--- src/rtl/sdsu_bus_pkg.sv ---
// Shared constants and types for the sdsu_bus_slave multiplier peripheral.
package sdsu_bus_pkg;

   localparam int unsigned OP_W_DEFAULT = 16;

   localparam logic [31:0] ADDR_CTRL = 32'd0;
   localparam logic [31:0] ADDR_OPA  = 32'd1;
   localparam logic [31:0] ADDR_OPB  = 32'd2;

   typedef enum logic [1:0] {
      IDLE,
      BUSY,
      DONE
   } state_e;

endpackage

--- src/rtl/shift_add_mul.sv ---
// Sequential shift-add unsigned multiplier, one multiplier bit per step, LSB first.
module shift_add_mul #(
   parameter int unsigned OP_W = 16
) (
   input  logic              clk,
   input  logic              rst,
   input  logic              load_i,
   input  logic [OP_W-1:0]   opa_i,
   input  logic [OP_W-1:0]   opb_i,
   input  logic              step_i,
   output logic [2*OP_W-1:0] product_o
);

   logic [2*OP_W-1:0] mcand_q, mcand_d;
   logic [OP_W-1:0]   mplier_q, mplier_d;
   logic [2*OP_W-1:0] acc_q, acc_d;

   always_comb begin
      mcand_d  = mcand_q;
      mplier_d = mplier_q;
      acc_d    = acc_q;
      if (load_i) begin
         mcand_d  = {{OP_W{1'b0}}, opa_i};
         mplier_d = opb_i;
         acc_d    = '0;
      end else if (step_i) begin
         if (mplier_q[0]) begin
            acc_d = acc_q + mcand_q;
         end
         mcand_d  = mcand_q << 1;
         mplier_d = mplier_q >> 1;
      end
   end

   always_ff @(posedge clk or posedge rst) begin
      if (rst) begin
         mcand_q  <= '0;
         mplier_q <= '0;
         acc_q    <= '0;
      end else begin
         mcand_q  <= mcand_d;
         mplier_q <= mplier_d;
         acc_q    <= acc_d;
      end
   end

   assign product_o = acc_q;

endmodule

--- src/rtl/sdsu_bus_slave.sv ---
// Bus-mapped multiplier: register decode, trigger detection and BUSY/DONE sequencing.
module sdsu_bus_slave
   import sdsu_bus_pkg::*;
#(
   parameter int unsigned OP_W   = OP_W_DEFAULT,
   parameter int unsigned CYCLES = OP_W
) (
   input  logic        clk,
   input  logic        rst,
   input  logic        valid,
   input  logic        exec,
   input  logic        write,
   input  logic [31:0] address,
   input  logic [31:0] data,
   input  logic        start,
   output logic        ready,
   output logic [31:0] result_data,
   output logic        busy
);

   localparam int unsigned CntW = (CYCLES > 1) ? $clog2(CYCLES) : 1;

   state_e             state_q, state_d;
   logic [CntW-1:0]    cnt_q, cnt_d;
   logic [31:0]        opa_q, opa_d;
   logic [31:0]        opb_q, opb_d;
   logic [31:0]        result_q, result_d;
   logic               ready_q, ready_d;
   logic               start_q;
   logic               wr_acc, trigger;
   logic               mul_load, mul_step;
   logic [2*OP_W-1:0]  product;
   logic               unused_op_hi;

   assign wr_acc  = valid & exec & write;
   // CTRL write and a start edge in the same cycle collapse into one trigger
   assign trigger = (wr_acc && (address == ADDR_CTRL) && data[0]) || (start && !start_q);

   always_comb begin
      opa_d = opa_q;
      opb_d = opb_q;
      if (wr_acc && (address == ADDR_OPA)) opa_d = data;
      if (wr_acc && (address == ADDR_OPB)) opb_d = data;
   end

   always_comb begin
      state_d  = state_q;
      cnt_d    = cnt_q;
      ready_d  = 1'b0;
      result_d = result_q;
      mul_load = 1'b0;
      mul_step = 1'b0;
      unique case (state_q)
         IDLE: begin
            if (trigger) begin
               state_d  = BUSY;
               cnt_d    = '0;
               mul_load = 1'b1;
            end
         end
         BUSY: begin
            mul_step = 1'b1;
            if (cnt_q == CntW'(CYCLES - 1)) begin
               state_d = DONE;
            end else begin
               cnt_d = cnt_q + 1'b1;
            end
         end
         DONE: begin
            state_d  = IDLE;
            ready_d  = 1'b1;
            result_d = 32'(product);
         end
         default: state_d = IDLE;
      endcase
   end

   always_ff @(posedge clk or posedge rst) begin
      if (rst) begin
         state_q  <= IDLE;
         cnt_q    <= '0;
         opa_q    <= '0;
         opb_q    <= '0;
         result_q <= '0;
         ready_q  <= 1'b0;
         start_q  <= 1'b0;
      end else begin
         state_q  <= state_d;
         cnt_q    <= cnt_d;
         opa_q    <= opa_d;
         opb_q    <= opb_d;
         result_q <= result_d;
         ready_q  <= ready_d;
         start_q  <= start;
      end
   end

   shift_add_mul #(
      .OP_W (OP_W)
   ) u_mul (
      .clk       (clk),
      .rst       (rst),
      .load_i    (mul_load),
      .opa_i     (opa_q[OP_W-1:0]),
      .opb_i     (opb_q[OP_W-1:0]),
      .step_i    (mul_step),
      .product_o (product)
   );

   // Upper operand bits are stored but never reach the multiplier
   assign unused_op_hi = ^{opa_q, opb_q};

   assign ready       = ready_q;
   assign result_data = result_q;
   assign busy        = (state_q != IDLE);

endmodule

--- config.mk ---
export PLATFORM = sky130hd
export DESIGN_NAME = sdsu_bus_slave
export DESIGN_NICKNAME = d
export VERILOG_FILES = /design/src/rtl/sdsu_bus_pkg.sv /design/src/rtl/shift_add_mul.sv /design/src/rtl/sdsu_bus_slave.sv
export SDC_FILE = /design/constraint.sdc
export NUM_CORES = 1
export LEC_CHECK = 0
export BUFFER_PORTS_ARGS = -buffer_cell sky130_fd_sc_hd__buf_2
export CAP_MARGIN = 30
export CORE_ASPECT_RATIO = 1.5
export CORE_MARGIN = 2
export CORE_UTILIZATION = 35
export CTS_CLUSTER_DIAMETER = 50
export CTS_CLUSTER_SIZE = 40
export DETAILED_ROUTE_END_ITERATION = 6
export PLACE_DENSITY = 0.5
export SLEW_MARGIN = 20
export SYNTH_ARGS = -nofsm -noshare
export SYNTH_HDL_FRONTEND = slang
export SYNTH_HIERARCHICAL = 1
export SYNTH_SLANG_ARGS = --single-unit
--- constraint.sdc ---
create_clock -name clk -period 3.1 [get_ports clk]
set_input_delay 0.31 -clock clk [delete_from_list [all_inputs] [get_ports clk]]
set_output_delay 0.31 -clock clk [all_outputs]
set_load 0.01 [all_outputs]
==> results of run 1 <==
-- sequential cells by signal, indices dropped and copies added, names as in the netlist --
name,cells
u_mul/mplier_q,16
opa_q,16
u_mul/product_o,32
state_q,2
u_mul/mcand_q,32
ready,1
result_data,32
opb_q,16
cnt_q,4
start_q,1
-- final timing paths --
check	start	end	slack [ps]	cells past startpoint
max reg2reg	u_mul/product_o[0]$_DFFE_PP0P_	u_mul/product_o[28]$_DFFE_PP0P_	280	12
max	u_mul/product_o[0]$_DFFE_PP0P_	u_mul/product_o[28]$_DFFE_PP0P_	280	12
min reg2reg	opb_q[10]$_DFFE_PP0P_	u_mul/mplier_q[10]$_DFFE_PP0P_	480	2
max in group asynchronous	rst	result_data[13]$_DFFE_PP0P_	1850	4
min	data[4]	opa_q[4]$_DFFE_PP0P_	120	2
min in group asynchronous	rst	u_mul/mplier_q[3]$_DFFE_PP0P_	350	3
-- timing repair --
action                                 in CTS  in global routing
setup endpoints to repair                   0                  2
hold buffers                                2                  0
resized for setup                           0                  2
endpoints found under the hold margin      27                  0
-- synthesized netlist by cell type (6+ instances only) --
cell and n:
nor2_1 49, inv_1 19, mux2_4 20, dfrtp_1 152, nor3_1 13, nand3b_1 7, a211oi_1 6, clkbuf_1 25
a21oi_1 50, xnor2_1 12, nor2b_1 6, o21ai_0 54, nand2b_1 8, mux2i_1 47, xor2_1 10, ha_1 32
o21bai_1 7, nand2_1 87, a21o_1 9, nand3_1 13, mux2_2 44
-- cell type report --
class / instances / area (um^2) / share of cell area
tap: 276 / 345 / 0.0364
inverter: 19 / 72.6 / 0.00764
timing repair buffer: 109 / 656 / 0.0690
sequential: 152 / 3800 / 0.401
clock buffer: 21 / 470 / 0.0495
clock inverter: 10 / 119 / 0.0125
multi-input combinational: 551 / 4030 / 0.424
-- logic make-up after synthesis --
group                    share of synthesized area
adder cells (fa/ha/maj)                     0.0523
AO/OA/AOI/OAI                                0.124
XOR/XNOR                                    0.0240
flip-flops                                   0.473
multiplexers                                 0.159
AND/OR/NAND/NOR                              0.139
buffers and inverters                       0.0288
-- power by group through the flow --
stage          Clock [mW]  Combinational, mW  Sequential (mW)
2_1_floorplan           0              0.863             2.46
3_3_place_gp            0               1.36             2.44
3_5_place_dp            0               1.37             2.45
4_1_cts              2.15               1.38             2.41
5_1_grt              2.22               1.50             2.44
6_report             2.07               1.35             2.40
-- metal layers --
layer	routed length [um]	track usage
met4	298	0.0583
met3	420	0.0281
met2	9800	0.298
met5	0	0
met1	7690	0.190
-- stage by stage --
step,hold slack (ps),area (um^2),std cells
2_1_floorplan,341,8040,756
3_3_place_gp,249,8880,1105
3_5_place_dp,249,8880,1105
4_1_cts,91.3,9490,1138
5_1_grt,112,9500,1138
6_report,122,9500,1138
==> qor.csv, run 1 <==
metric,value,unit
syn_avg_cell_area,10.6,um^2
place_congestion,0.814,
leakage,4.78,nW
area_growth,18.1,%
cts.path.max_buffers,2,
crit_buf_inv,1,
die_h,190,um
layout_commonest_cell,dfrtp_1,
intPower,4.10,mW
rsz0062_at_grt,no,
arrival,3120,ps
ys_top_cells_by_area,"dfrtp_1, mux2_2, mux2i_1, ha_1, nand2_1",
drtIter0Drc,184,
cap_violations,0,
ys_warn_count,6,
min_period,2820,ps
hold_viol,0,
die_width,128,um
syn_area,0.00804,mm^2
crit_path_top_delay_cell,dfrtp_1,
num_rows,67,
utilization,0.423,
core,0.0225,mm^2
critPathTopFamily,compound AO/OA/AOI/OAI gates,
dr.pass1.iters,4,
clk_pin_slew_worst_paths,60,ps
antennaDiodeCount,0,
pwr-share-seq,0.413,
final-setup-viol-count,0,
finalPower,5.82,mW
power_density,613,mW/mm^2
nets,953,
drive_gt1_frac,0.261,
n_fill_cell,2238,
grt_util_all_layers,0.163,
grt_pass1_wl,31.3,mm
slew_viol_final,0,
synth-async-reset-ratio,1.00,
ant_nets,0,
yosys.area.top_type,dfrtp_1,
dp_hpwl,13.3,mm
start_util,0.358,
clock_tree.root_cell,clkbuf_16,
start_kind,flip-flop,
synth_cell_types,64,
cts_htree_levels,4,
totalWireLength,18.2,mm
fp.dieArea,0.0242,mm^2
clock.fmax,354,MHz
finalClockSkew,11.1,ps
path_max_fanout,4,
avgViaCountPerCell,5.10,
cts_made_buffers,17,
power_frac_comb,0.232,
end_kind,flip-flop,
criticalPathCategory,reg2reg,
portBuffers,87,
cp.required,3400,ps
status,"finished, final reports clean",
synth-edff-count,0,
routedWlPerCell,16.0,um
ys.flop_type,dfrtp_1,
dp_slack,93.9,ps
tns,0,ps
critPathMaxStageDelay,390,ps
synth.top_cell.area_share,0.473,
vdd_ir_drop_max,0.000548,V
synth_nets,859,
fin_ws,276,ps
clock_power_share,0.355,
net-switching-power,1.72,mW
overflow,0,
synthCells,756,
fin_crit_sh,0.911,
cts_sinks,152,
path_cells,ha_1 > inv_1 > fa_1 > and2b_1 > o2111ai_1 > nand3_1 > and2_4 > a211oi_2 > o21ai_2 > a211o_1 > xnor2_1 > o21ai_0,
yosysSeqAreaShare,0.473,
post_cts_buffers,0,
pin_count,104,
final_cell_mix,"dfrtp_1, nand2_1, buf_2",
antenna_found_initial,0,
drc_errors,0,
slew-limit-headroom,0.662,
grt_max_degree,73,
synth_seq_cells,152,
cts_tree,built,
worst_pin_slew,508,ps
grt_pass1_vias,6151,
worstSkewPairLatency,430,ps
hold_path.class,in2reg,
switching_share,0.296,
vias,5806,
Note: power is estimated with default switching activity, not from simulation.
==> inputs of run 2 (changes only) <==
Settings changed: CORE_UTILIZATION 35 to 50, PLACE_DENSITY 0.5 to 0.68.
==> run 2 against run 1 <==
Non-clock buffer count decreased by 3; worst hold slack improved by 18 ps; largest cell class unchanged; total power increased by 0.21%; sequential power about the same; combinational power about the same; final cell count decreased by 6.6%; critical endpoint is now u_mul/product_o[30]$_DFFE_PP0P_.
==> qor.csv, run 2 (same netlist as run 1, synthesis figures left out) <==
metric,value,unit
cts_sinks,152,
die_h,159,um
n_fill_cell,1356,
cap_violations,0,
clock.fmax,341,MHz
finalPower,5.83,mW
min_period,2940,ps
drc_errors,0,
pwr-share-seq,0.411,
criticalPathCategory,reg2reg,
drtIter0Drc,261,
worst_pin_slew,708,ps
die_width,108,um
vias,5956,
drive_gt1_frac,0.259,
pin_count,104,
clk_pin_slew_worst_paths,60,ps
cts.path.max_buffers,2,
final_cell_mix,"dfrtp_1, nand2_1, buf_2",
place_inst,1029,
place_congestion,0.870,
dr.pass1.iters,4,
net-switching-power,1.76,mW
routedWlPerCell,17.1,um
path_max_fanout,3,
layout.cells.non_filler,1063,
grt_pass1_vias,6364,
nets,950,
grt_max_degree,51,
area_growth,16.4,%
num_rows,56,
arrival,3220,ps
start_kind,flip-flop,
end_kind,flip-flop,
tns,0,ps
post_cts_buffers,0,
overflow,0,
cts_htree_levels,4,
cp.required,3390,ps
slew-limit-headroom,0.527,
antennaDiodeCount,0,
status,"finished, final reports clean",
avgViaCountPerCell,5.60,
ant_nets,0,
vdd_ir_drop_max,0.000486,V
grt_pass1_wl,30.9,mm
leakage,4.75,nW
hold_path.class,in2reg,
totalWireLength,18.2,mm
final-setup-viol-count,0,
start_util,0.513,
layout_commonest_cell,dfrtp_1,
antenna_found_initial,0,
power_frac_comb,0.230,
finalClockSkew,8.36,ps
rsz0062_at_grt,no,
power_density,623,mW/mm^2
cts_tree,built,
portBuffers,87,
fin_crit_sh,0.947,
cts_made_buffers,17,
grt_util_all_layers,0.224,
core,0.0157,mm^2
intPower,4.07,mW
hold_viol,0,
clock_tree.root_cell,clkbuf_16,
fp.dieArea,0.0171,mm^2
switching_share,0.303,
hold_slack,140,ps
worstSkewPairLatency,420,ps
clock_power_share,0.358,
dp_hpwl,13.1,mm
slew_viol_final,0,
[run 2: cell count changes in the layout (fill, tap and decap cells not counted)]
cell / change
buf_12: -2
clkinv_2: -2
clkinv_4: +2
buf_4: -1
clkbuf_8: -1
inv_2: +1
inv_6: +1
o2111ai_1: -1
o2111ai_2: +1
o21ai_1: +1
o21ai_2: -1
[run 2: per-layer routing]
layer | global-route usage | wire length (um) | vias to the layer above
met5 | 0 | 0 | -
met4 | 0.0810 | 380 | 0
met3 | 0.0336 | 449 | 29
met2 | 0.411 | 9910 | 108
met1 | 0.259 | 7450 | 2936
li1 | - | - | 2883
[run 2: final timing paths]
kind                       cells past startpoint                          from  slack, ps                               to
min in group asynchronous                      3                           rst        510             opb_q[1]$_DFFE_PP0P_
min                                            2                       data[2]        140             opb_q[2]$_DFFE_PP0P_
min reg2reg                                    2         opa_q[12]$_DFFE_PP0P_        490    u_mul/mcand_q[12]$_DFFE_PP0P_
max reg2reg                                   12  u_mul/mcand_q[0]$_DFFE_PP0P_        160  u_mul/product_o[30]$_DFFE_PP0P_
max in group asynchronous                      4                           rst       1800  u_mul/product_o[12]$_DFFE_PP0P_
max                                           12  u_mul/mcand_q[0]$_DFFE_PP0P_        160  u_mul/product_o[30]$_DFFE_PP0P_
[run 2: cell type report]
class | instances | area [um^2] | area share
flip-flops and latches | 152 | 3800 | 0.406
repair buffers | 106 | 608 | 0.0649
clock buffers | 20 | 457 | 0.0488
well taps | 203 | 254 | 0.0271
clock inverters | 12 | 140 | 0.0150
inverters | 19 | 71.3 | 0.00761
multi-input cells | 551 | 4030 | 0.431
[run 2: critical path, stage by stage, from the launching register on]
cell and delay [ps]:
dfrtp_1 410, ha_1 240, inv_1 70, fa_1 370, and2b_1 270, o2111ai_2 140, nand3_1 160, a41oi_1 120
nand2_1 140, o21ai_1 160, o41ai_1 450, xnor2_1 160, o21ai_0 90
[run 2: timing repair]
action	4_1_cts	5_1_grt
hold endpoints to repair	25	0
setup endpoints to repair	0	4
hold buffers	2	0
resized for setup	0	2
[run 2: stage by stage]
step / utilization / setup WS, ps / cell area (um^2)
finish: 0.597 / 165 / 9370
global route: 0.597 / 40.1 / 9370
CTS: 0.596 / 94.0 / 9360
detailed placement: 0.557 / 166 / 8740
global placement: 0.557 / 200 / 8740
floorplan: - / 435 / 8040
[run 2: power by group through the flow]
stage,Combinational (mW),Sequential (mW),Clock [mW]
floorplan,0.863,2.46,0
global placement,1.33,2.42,0
detailed placement,1.35,2.44,0
CTS,1.36,2.40,2.13
global route,1.47,2.44,2.22
finish,1.34,2.40,2.09
==> inputs of run 3 (changes only) <==
Settings changed: CORE_UTILIZATION 50 to 55, PLACE_DENSITY 0.68 to 0.73.
==> run 3 against run 2 <==
The run now ends with negative hold slack left; sequential share of layout area hardly changed; non-clock buffer count is 1 higher; clock skew is 1.7 ps higher; routed wire length is 2.9% lower; final area hardly changed; critical path depth stayed put; total power is 1.8% higher; register-to-register slack hardly changed; die area is 8.8% lower; final cell count is 0.56% lower; critical path type unchanged; highest routed layer unchanged.
==> qor.csv, run 3 (same netlist as run 1, synthesis figures left out) <==
metric,value,unit
dr.pass1.iters,5,
cap_violations,0,
antenna_found_initial,0,
cp.required,3450,ps
routedWlPerCell,16.7,um
crit_start,u_mul/product_o[0]$_DFFE_PP0P_,
regToRegStartpoint,u_mul/product_o[0]$_DFFE_PP0P_,
arrival,3290,ps
fp.dieArea,0.0156,mm^2
cts.path.max_buffers,2,
hold_viol,4,
end_kind,flip-flop,
clock.fmax,340,MHz
totalWireLength,17.7,mm
layout_commonest_cell,dfrtp_1,
cts_htree_levels,4,
nets,951,
multi_input_area,0.00402,mm^2
core,0.0145,mm^2
start_util,0.556,
grt_util_all_layers,0.243,
cts_sinks,152,
vias,6046,
slew-limit-headroom,0.510,
path_max_fanout,4,
portBuffers,87,
grt_pass1_vias,6377,
hold_path.class,in2async,
cts_made_buffers,17,
fin_crit_sh,0.948,
slew_viol_final,0,
power_density,634,mW/mm^2
hold_slack,-4.30,ps
vdd_ir_drop_max,0.000404,V
die_width,103,um
fin_area,0.00937,mm^2
clk_pin_slew_worst_paths,70,ps
rsz0062_at_grt,no,
finalPower,5.94,mW
min_period,2940,ps
clock_tree.root_cell,clkbuf_16,
place_area,0.00874,mm^2
path_cells,ha_1 > inv_1 > fa_1 > and2b_1 > o2111ai_1 > nand3_1 > and2_4 > a211oi_2 > o21ai_1 > a211o_1 > xnor2_1 > o21ai_0,
crit_path_top_delay_cell,dfrtp_1,
worst_pin_slew,734,ps
overflow,0,
num_rows,54,
worstSkewPairLatency,420,ps
area_growth,16.5,%
final-setup-viol-count,0,
regToRegEndpoint,u_mul/product_o[28]$_DFFE_PP0P_,
grt_max_degree,49,
place_congestion,0.939,
drtIter0Drc,381,
drive_gt1_frac,0.261,
reg2reg_slack,160,ps
dp_hpwl,12.5,mm
crit_end,u_mul/product_o[28]$_DFFE_PP0P_,
violations,negative hold slack,
n_fill_cell,1183,
regArea,0.00380,mm^2
status,finished with violations,
critPathMaxStageDelay,400,ps
leakage,4.78,nW
ant_nets,0,
final_cell_mix,"dfrtp_1, nand2_1, buf_2",
die_h,152,um
criticalPathCategory,reg2reg,
avgViaCountPerCell,5.72,
start_kind,flip-flop,
grt_pass1_wl,30.3,mm
pin_count,104,
drc_errors,0,
rr_worst_depth,12,
tns,0,ps
finalClockSkew,10.0,ps
antennaDiodeCount,0,
cts_tree,built,
## run 3: through the flow
stage               utilization  instances  setup slack, ps
floorplan                     -        756              435
global placement          0.604       1025              260
detailed placement        0.604       1025              222
CTS                       0.648       1057              201
global route              0.648       1057             9.10
finish                    0.648       1057              160
## run 3: critical path: cells and delay by family, from the launching register on
| kind | cells | cell delay [ps] |
|---|---|---|
| buf+inv | 1 | 80 |
| compound gates | 5 | 1250 |
| fa+ha+maj | 2 | 420 |
| flops | 1 | 400 |
| simple gates | 3 | 590 |
| xor+xnor | 1 | 130 |
## run 3: how the worst min path moves through the flow
| stage | start | endpoint | slack (ps) |
|---|---|---|---|
| after floorplan | start | start_q$_DFF_PP0_ | 340 |
| after global placement | start | start_q$_DFF_PP0_ | 440 |
| after detailed placement | start | start_q$_DFF_PP0_ | 440 |
| after CTS | start | start_q$_DFF_PP0_ | 0.8 |
| after global routing | start | start_q$_DFF_PP0_ | 10 |
| final | rst | opa_q[2]$_DFFE_PP0P_ | -4 |
## run 3: cell type report
class                           instances  share of cell area
Multi-Input combinational cell        551               0.429
Sequential cell                       152               0.406
Timing Repair Buffer                  107              0.0638
Clock buffer                           21              0.0502
Tap cell                              196              0.0262
Clock inverter                         11              0.0170
Inverter                               19             0.00761
## run 3: power breakdown
part | leakage [nW] | switching (mW) | internal (mW)
clock network | 0.306 | 0.860 | 1.35
registers | 2.10 | 0.172 | 2.22
logic | 2.37 | 0.727 | 0.606
## run 3: repair_timing
item / CTS / global route
setup endpoints to repair: 0 / 2
hold buffers: 0 / 0
resized for setup: 0 / 1
setup buffers: 0 / 0
## run 3: routing by layer
layer / wire [um] / track usage
met5: 0 / 0
met4: 413 / 0.0952
met1: 7110 / 0.290
met2: 9540 / 0.430
met3: 597 / 0.0386
